===== config.mk =====
export PLATFORM = sky130hd
export DESIGN_NAME = branch_config_sequencer
export DESIGN_NICKNAME = d
export VERILOG_FILES = /design/src/rtl/branch_config_sequencer.sv
export SDC_FILE = /design/constraint.sdc
export NUM_CORES = 1
export LEC_CHECK = 0
export ABC_AREA = 1
export CORE_ASPECT_RATIO = 0.5
export CORE_MARGIN = 2
export CORE_UTILIZATION = 60
export DETAILED_ROUTE_END_ITERATION = 12
export PLACE_DENSITY = 0.92
export SLEW_MARGIN = 5
export SYNTH_ARGS = -nofsm -noshare
export SYNTH_HDL_FRONTEND = slang
export SYNTH_SLANG_ARGS = --single-unit

===== constraint.sdc =====
create_clock -name clock_i -period 8.4 [get_ports clock_i]
set_input_delay 0.84 -clock clock_i [delete_from_list [all_inputs] [get_ports clock_i]]
set_output_delay 0.84 -clock clock_i [all_outputs]
set_load 0.1 [all_outputs]

===== src/rtl/branch_config_sequencer.sv =====
// branch_config_sequencer: FIFO-buffered branch-table writer committing each request in its thread's slot; BRANCH_CONFIG_CLEAR_EN adds a post-reset clear sweep
module branch_config_sequencer #(
    parameter int unsigned THREAD_COUNT      = 8,
    parameter int unsigned THREAD_ADDR_WIDTH = 3,
    parameter int unsigned INITIAL_THREAD    = 0,
    parameter int unsigned ENTRY_COUNT       = 4,
    parameter int unsigned ENTRY_ADDR_WIDTH  = 2,
    parameter int unsigned PC_WIDTH          = 10,
    parameter int unsigned CONDITION_WIDTH   = 4,
    parameter int unsigned FIFO_DEPTH        = 4,
    parameter int unsigned FIFO_ADDR_WIDTH   = 2
) (
    input  logic                         clock_i,
    input  logic                         reset_i,
    input  logic                         in_valid_i,
    output logic                         in_ready_o,
    input  logic [THREAD_ADDR_WIDTH-1:0] in_thread_i,
    input  logic [ENTRY_ADDR_WIDTH-1:0]  in_entry_i,
    input  logic [2:0]                   in_mask_i,
    input  logic [PC_WIDTH-1:0]          in_origin_i,
    input  logic [PC_WIDTH-1:0]          in_destination_i,
    input  logic [CONDITION_WIDTH-1:0]   in_condition_i,
    output logic [ENTRY_COUNT-1:0]       wren_BO_o,
    output logic [ENTRY_COUNT-1:0]       wren_BD_o,
    output logic [ENTRY_COUNT-1:0]       wren_BC_o,
    output logic [THREAD_ADDR_WIDTH-1:0] write_addr_o,
    output logic [PC_WIDTH-1:0]          write_data_BO_o,
    output logic [PC_WIDTH-1:0]          write_data_BD_o,
    output logic [CONDITION_WIDTH-1:0]   write_data_BC_o,
    output logic [THREAD_ADDR_WIDTH-1:0] slot_thread_o,
    output logic                         busy_o,
    output logic                         error_o
);
    typedef logic [THREAD_ADDR_WIDTH-1:0] thr_t;
    typedef logic [ENTRY_COUNT-1:0] ent_t;
    typedef logic [FIFO_ADDR_WIDTH-1:0] ptr_t;
    typedef logic [FIFO_ADDR_WIDTH:0] cnt_t;
    typedef struct packed {
        thr_t                        thread;
        logic [ENTRY_ADDR_WIDTH-1:0] entry;
        logic [2:0]                  mask;
        logic [PC_WIDTH-1:0]         origin;
        logic [PC_WIDTH-1:0]         destination;
        logic [CONDITION_WIDTH-1:0]  condition;
    } req_t;
    typedef enum logic {IDLE, CLEAR} state_t;
`ifdef BRANCH_CONFIG_CLEAR_EN
    localparam state_t START = CLEAR;
`else
    localparam state_t START = IDLE;
`endif

    req_t                       fifo_q [FIFO_DEPTH];
    req_t                       head;
    ptr_t                       wr_ptr_q, rd_ptr_q;
    cnt_t                       count_q, count_d;
    state_t                     state_q, state_d;
    thr_t                       clr_q, clr_d, slot_q, slot_d, addr_q, addr_d;
    ent_t                       wren_bo_q, wren_bo_d, wren_bd_q, wren_bd_d, wren_bc_q, wren_bc_d, onehot;
    logic [PC_WIDTH-1:0]        data_bo_q, data_bo_d, data_bd_q, data_bd_d;
    logic [CONDITION_WIDTH-1:0] data_bc_q, data_bc_d;
    logic                       error_q, error_d, full, empty, push, pop, bad, hit;

    assign head       = fifo_q[rd_ptr_q];
    assign bad        = 32'(head.thread) >= THREAD_COUNT || 32'(head.entry) >= ENTRY_COUNT;
    assign hit        = head.thread == slot_q;
    assign onehot     = ent_t'(1) << head.entry;
    assign full       = count_q == cnt_t'(FIFO_DEPTH);
    assign empty      = count_q == '0;
    assign in_ready_o = !reset_i && !full && state_q == IDLE;
    assign push       = in_valid_i && in_ready_o;
    assign pop        = !empty && state_q == IDLE && (bad || hit);
    assign count_d    = count_q + cnt_t'(push) - cnt_t'(pop);
    assign busy_o     = !empty || state_q == CLEAR;

    assign wren_BO_o       = wren_bo_q;
    assign wren_BD_o       = wren_bd_q;
    assign wren_BC_o       = wren_bc_q;
    assign write_addr_o    = addr_q;
    assign write_data_BO_o = data_bo_q;
    assign write_data_BD_o = data_bd_q;
    assign write_data_BC_o = data_bc_q;
    assign slot_thread_o   = slot_q;
    assign error_o         = error_q;

    // Next state: slot rotation, clear sweep, and the one-cycle commit strobes for a popped head
    always_comb begin
        state_d   = state_q;
        clr_d     = clr_q;
        slot_d    = slot_q == thr_t'(THREAD_COUNT - 1) ? '0 : slot_q + 1'b1;
        wren_bo_d = '0;
        wren_bd_d = '0;
        wren_bc_d = '0;
        addr_d    = addr_q;
        data_bo_d = data_bo_q;
        data_bd_d = data_bd_q;
        data_bc_d = data_bc_q;
        error_d   = error_q | (pop && bad);
        if (state_q == CLEAR) begin
            wren_bo_d = '1;
            wren_bd_d = '1;
            wren_bc_d = '1;
            addr_d    = clr_q;
            data_bo_d = '0;
            data_bd_d = '0;
            data_bc_d = '0;
            clr_d     = clr_q + 1'b1;
            state_d   = clr_q == thr_t'(THREAD_COUNT - 1) ? IDLE : CLEAR;
        end else if (pop && !bad && |head.mask) begin
            wren_bo_d = head.mask[0] ? onehot : '0;
            wren_bd_d = head.mask[1] ? onehot : '0;
            wren_bc_d = head.mask[2] ? onehot : '0;
            addr_d    = head.thread;
            data_bo_d = head.origin;
            data_bd_d = head.destination;
            data_bc_d = head.condition;
        end
    end

    // Control and output registers; reset also discards anything still queued
    always_ff @(posedge clock_i) begin
        if (reset_i) begin
            state_q   <= START;
            clr_q     <= '0;
            slot_q    <= thr_t'(INITIAL_THREAD);
            wr_ptr_q  <= '0;
            rd_ptr_q  <= '0;
            count_q   <= '0;
            wren_bo_q <= '0;
            wren_bd_q <= '0;
            wren_bc_q <= '0;
            addr_q    <= '0;
            data_bo_q <= '0;
            data_bd_q <= '0;
            data_bc_q <= '0;
            error_q   <= 1'b0;
        end else begin
            state_q   <= state_d;
            clr_q     <= clr_d;
            slot_q    <= slot_d;
            wr_ptr_q  <= wr_ptr_q + ptr_t'(push);
            rd_ptr_q  <= rd_ptr_q + ptr_t'(pop);
            count_q   <= count_d;
            wren_bo_q <= wren_bo_d;
            wren_bd_q <= wren_bd_d;
            wren_bc_q <= wren_bc_d;
            addr_q    <= addr_d;
            data_bo_q <= data_bo_d;
            data_bd_q <= data_bd_d;
            data_bc_q <= data_bc_d;
            error_q   <= error_d;
        end
    end

    // Request storage; contents are don't-care until pointed at by a valid count
    always_ff @(posedge clock_i) begin
        if (push) fifo_q[wr_ptr_q] <= '{in_thread_i, in_entry_i, in_mask_i, in_origin_i, in_destination_i, in_condition_i};
    end
endmodule


## Word level (Yosys, flattened, before mapping)

Memory sizes are Yosys's and may differ from the RTL's. A register that Yosys moved wholly into a read port is not among the register bits.
Index checks and enable logic that the tools add are counted.

- Bits in writable memories: 128
- Register bits: 53
- Latch bits: 0
- Memories: 1
- Bits in read-only memories: 0

- Reductions and logical operators: 16
- Multiply operators: 0
- Eq/ne operators: 4
- Div/mod/pow operators: 0
- Shifts and indexed selects: 1
- Bitwise operators: 1
- Order comparisons: 0
- Add/subtract/negate cells: 6
- Muxes and demuxes: 15

Memory list:

| memory | words | bits a word | read ports | clocked after memory_dff | wr ports | line | text |
|---|---|---|---|---|---|---|---|
| fifo_q | 4 | 32 | 1 | 1 | 1 | 53 | `req_t fifo_q [FIFO_DEPTH];` |

Operators by type and width:

| kind | number |
|---|---|
| $mux W4 | 9 |
| $eq A3 B3 Y1 const B | 3 |
| $add A3 B1 Y3 const B | 2 |
| $logic_and A1 B1 Y1 | 6 |
| $mux W3 | 2 |
| $reduce_or A2 Y1 | 3 |
| $add A2 B1 Y2 | 2 |
| $shl A1 B2 Y4 const A | 1 |
| $add A3 B1 Y3 | 1 |
| $eq A3 B3 Y1 | 1 |
| $logic_not A1 Y1 | 3 |
| $logic_not A3 Y1 | 1 |
| $mux W1 | 3 |
| $reduce_or A3 Y1 | 1 |
| $sub A3 B1 Y3 | 1 |
| $mux W2 | 1 |
| $reduce_bool A2 Y1 | 1 |
| $logic_or A1 B1 Y1 | 1 |
| $not A1 Y1 | 1 |

## Depth between registers and ports, before layout

- Depth after elaboration: 7
- Mapped depth: 18
- Depth with buffers taken out: 16

## Least setup slack after synthesis

Ideal clock, no wire load.

- Kind: in2reg
- Start: input port reset_i
- End: memory fifo_q[0][0] (netlist name) (enable)
- Required time: 7.939 ns
- Data arrival time: 5.390 ns
- Library setup time: 0.461 ns
- Cell stages on the path: 5
- Slack: 2.549 ns
- Buffers on the path: 0
- Path through: nor2_1 > inv_2 > a31oi_1 > nand2_1 > nor3_1

- Word-level cells in the longest chain between the ends: 6

Ends and longest elaborated chain:

| what | line | text |
|---|---|---|
| start: declaration | 14 | `input logic reset_i,` |
| $logic_not A1 Y1 | 70 | `assign in_ready_o = !reset_i && !full && state_q == IDLE;` |
| $logic_and A1 B1 Y1 (2 in a row) | 70 |  |
| net in_ready_o | 16 | `output logic in_ready_o,` |
| $logic_and A1 B1 Y1 | 71 | `assign push = in_valid_i && in_ready_o;` |
| $mux W1 | 157 | `if (push) fifo_q[wr_ptr_q] <= '{in_thread_i, in_entry_i, in_mask_i, in_origin_i, in_destination_i, in_conditio ...` |
| $mux W1 (implied by the code) | 157 |  |
| end: declaration | 53 |  |

The timed path passes the listed nets, and every way through them passes these cells.

==> impl_metrics.env <==
export IMPL_path_clk_slew_ns=0.07
export IMPL_cpLargestDelayFamily="buffers and inverters"
export IMPL_cts_buffers=17
export IMPL_cts_root_buf="clkbuf_16"
export IMPL_drc_errors=0
export IMPL_instances_no_fill=810
export IMPL_ir_worst_vdd_uv=172
export IMPL_period_minus_slack_ns=4.44
export IMPL_final_setup_tns_ns=0
export IMPL_cts_hold_buf=0
export IMPL_ys_seq_area_share_pct=71.5
export IMPL_syn_area_mm2=0.00686
export IMPL_top_layer="met4"
export IMPL_dp_hpwl_um=8620
export IMPL_antenna_found_initial=0
export IMPL_synth_edf_count=128
export IMPL_critical_path_required_ns=8.70
export IMPL_syn_nets=625
export IMPL_grt_max_degree=67
export IMPL_drt_initial_drc_count=578
export IMPL_wl_met2_um=7830
export IMPL_status="finished clean"
export IMPL_slew_viol_final=0
export IMPL_cp_end_kind="register"
export IMPL_core_mm2=0.0111
export IMPL_die_w_um=155
export IMPL_ant_nets=0
export IMPL_nets=694
export IMPL_crit_buf_inv=3
export IMPL_synth_avg_cell_area_um2=11.8
export IMPL_io_pins=80
export IMPL_grt_pass1_wl_um=24500
export IMPL_clkSinkCount=181
export IMPL_wirelength_um=16000
export IMPL_yosysWarningCount=0
export IMPL_dr_pass1_iters=5
export IMPL_ys_flop_type="edfxtp_1"
export IMPL_rsz0062_at_grt="no"
export IMPL_arrival_ns=4.74
export IMPL_r2r_slack_ns=3.96
export IMPL_num_antenna_cells=0
export IMPL_start_kind="register"
export IMPL_hp_class="register to register"
export IMPL_cp_common_cell="nand2_1"
export IMPL_finalPower_w=0.00223
export IMPL_cts_resized=0
export IMPL_worst_pin_slew_ns=1.23
export IMPL_fmax_ghz=0.225
export IMPL_register_area_mm2=0.00491
export IMPL_post_route_period_util_pct=52.9
export IMPL_slowest_stage="dfxtp_2"
export IMPL_setup_violations=0
export IMPL_hold_violations=0
export IMPL_syn_inst=583
export IMPL_power_density_mw_per_mm2=270
export IMPL_clock_latency_ns=0.43
export IMPL_cts_setup_buffers=0
export IMPL_clock_path_buffers=2
export IMPL_gp_congestion=0.797
export IMPL_path_cells="inv_2, nand2_1, nand3_1, nand3_1, nand2_1, nor2_2, nand2_2, inv_2, nand2_1, nand2_1, ha_1, fa_1, inv_1, nor2_1"
export IMPL_cp_slowest_stage_delay_ns=1.13
export IMPL_cts_tree="yes"
export IMPL_grt_pass1_vias=4896
export IMPL_fillers=611
export IMPL_dpl_cell_count=778
export IMPL_vias=5009
export IMPL_yosysUniqueCellTypes=33
export IMPL_async_reset_ff_share_pct=0
export IMPL_routedWlPerCell_um=19.7
export IMPL_overflow=0
export IMPL_cts_max_level=4
export IMPL_syn2layout_area_growth_pct=20.5
export IMPL_skew_ns=0.0121
export IMPL_vias_per_cell=6.18
export IMPL_multi_input_area_mm2=0.00173
export IMPL_fp_row_count=27
export IMPL_drv_cap=0
export IMPL_die_area_mm2=0.0124
export IMPL_crit_type="register to register"
export IMPL_drt_met1_wl_um=6070
export IMPL_start_util_pct=61.9
export IMPL_grt_usage_pct=26.8
export IMPL_critPathMaxFanout=66
export IMPL_ys_seq_elements=181
export IMPL_portBuffers=78
export IMPL_met3_length_um=1440
export IMPL_drive_above_1_share_pct=7.67
export IMPL_leakage_nw=2.86
export IMPL_die_h_um=79.6
export IMPL_slew_headroom_pct=18.3
## cells in the mapped netlist (3+ instances only)
master | number | area (µm²)
o22ai_1 | 24 | 150
nand3_1 | 46 | 230
edfxtp_1 | 128 | 3840
buf_2 | 3 | 15.0
dfxtp_1 | 53 | 1060
clkbuf_1 | 20 | 75.1
o21ai_1 | 12 | 60.1
inv_2 | 4 | 15.0
nor2_1 | 62 | 233
nand2_1 | 90 | 338
o21ai_0 | 54 | 270
buf_4 | 6 | 45.0
a21oi_1 | 32 | 160
inv_1 | 17 | 63.8
ha_1 | 6 | 75.1
nor3_1 | 4 | 20.0
buf_6 | 3 | 33.8
## flip-flops by register name, summed over array words and instances, names as in the netlist, 3 cells and up
signal           cells
wren_BD_o            4
fifo_q             128
write_data_BO_o     10
count_q              3
write_addr_o         3
wren_BO_o            4
wren_BC_o            4
slot_thread_o        3
write_data_BC_o      4
write_data_BD_o     10
clr_q                3
## routing by layer
metal,GRT usage (%),vias up
li1,-,2202
met1,31.9,2389
met2,44.4,348
met3,6.46,70
met4,17.7,0
met5,0,-
## final timing paths
kind / from / end / cells past startpoint
hold / removal: write_data_BC_o[1]$_SDFFE_PP0P_ / write_data_BC_o[1]$_SDFFE_PP0P_ / 2
hold reg to reg: write_data_BC_o[1]$_SDFFE_PP0P_ / write_data_BC_o[1]$_SDFFE_PP0P_ / 2
setup reg to reg: rd_ptr_q[0]$_SDFF_PP0_ / count_q[1]$_SDFF_PP0_ / 14
setup / recovery: rd_ptr_q[0]$_SDFF_PP0_ / count_q[1]$_SDFF_PP0_ / 14
## placed cells by master (no fill, tap or decap), types with 2 or more instances in the layout
cell type and instances:
clkinvlp_4 7, o21ai_1 12, edfxtp_1 128, nand2_1 90, inv_6 3, inv_1 17, clkbuf_16 17, a21oi_1 32
nand3_1 46, o21ai_0 54, clkdlybuf4s50_1 78, a31oi_1 2, buf_4 5, nand3_4 2, nor2_1 62, nor3_2 4
o22ai_1 24, clkinv_1 2, nand3_2 2, ha_1 6, inv_2 4, dfxtp_1 52
## report_power, final
| part | internal (W) | total (W) | switching (W) |
|---|---|---|---|
| Combinational | 0.000110 | 0.000430 | 0.000320 |
| Sequential | 0.00101 | 0.00105 | 0.0000398 |
| Clock | 0.000410 | 0.000757 | 0.000347 |
| Total | 0.00153 | 0.00223 | 0.000707 |
## logic make-up (layout without fill, tap and decap cells)
group,count (synthesis),in the layout,share of synthesized area [%]
AO/OA/AOI/OAI,126,126,9.79
XOR/XNOR,2,2,0.255
adder cells (fa/ha/maj),7,7,1.39
buffers and inverters,54,136,3.66
flip-flops,181,181,71.5
other,1,1,0.0546
AND/OR/NAND/NOR,212,212,13.4
## tightest hold or removal path: stages, from the launching register on
cell and delay, ns:
dfxtp_1 0.31, nand2_1 0.06, a21oi_1 0.06
## per-stage QoR
step                area [µm²]  util, %  setup WS, ns  hold WS (ns)
finish                    8270     74.6          3.96         0.475
global route              8270     74.6          3.72         0.496
CTS                       8270     74.6          4.09         0.478
detailed placement        7710     69.6          4.14         0.461
global placement          7710     69.6          4.18         0.456
floorplan                 6860        -          2.55         0.442
## area by class of cell
cell class              count  area share, %
multi-input cells         348           20.9
inverters                  21          0.953
well taps                 145           2.19
clock inverters            14           1.54
flip-flops and latches    181           59.3
clock buffers              18           5.19
repair buffers             83           9.90
Power figures use the tool's default switching activity.
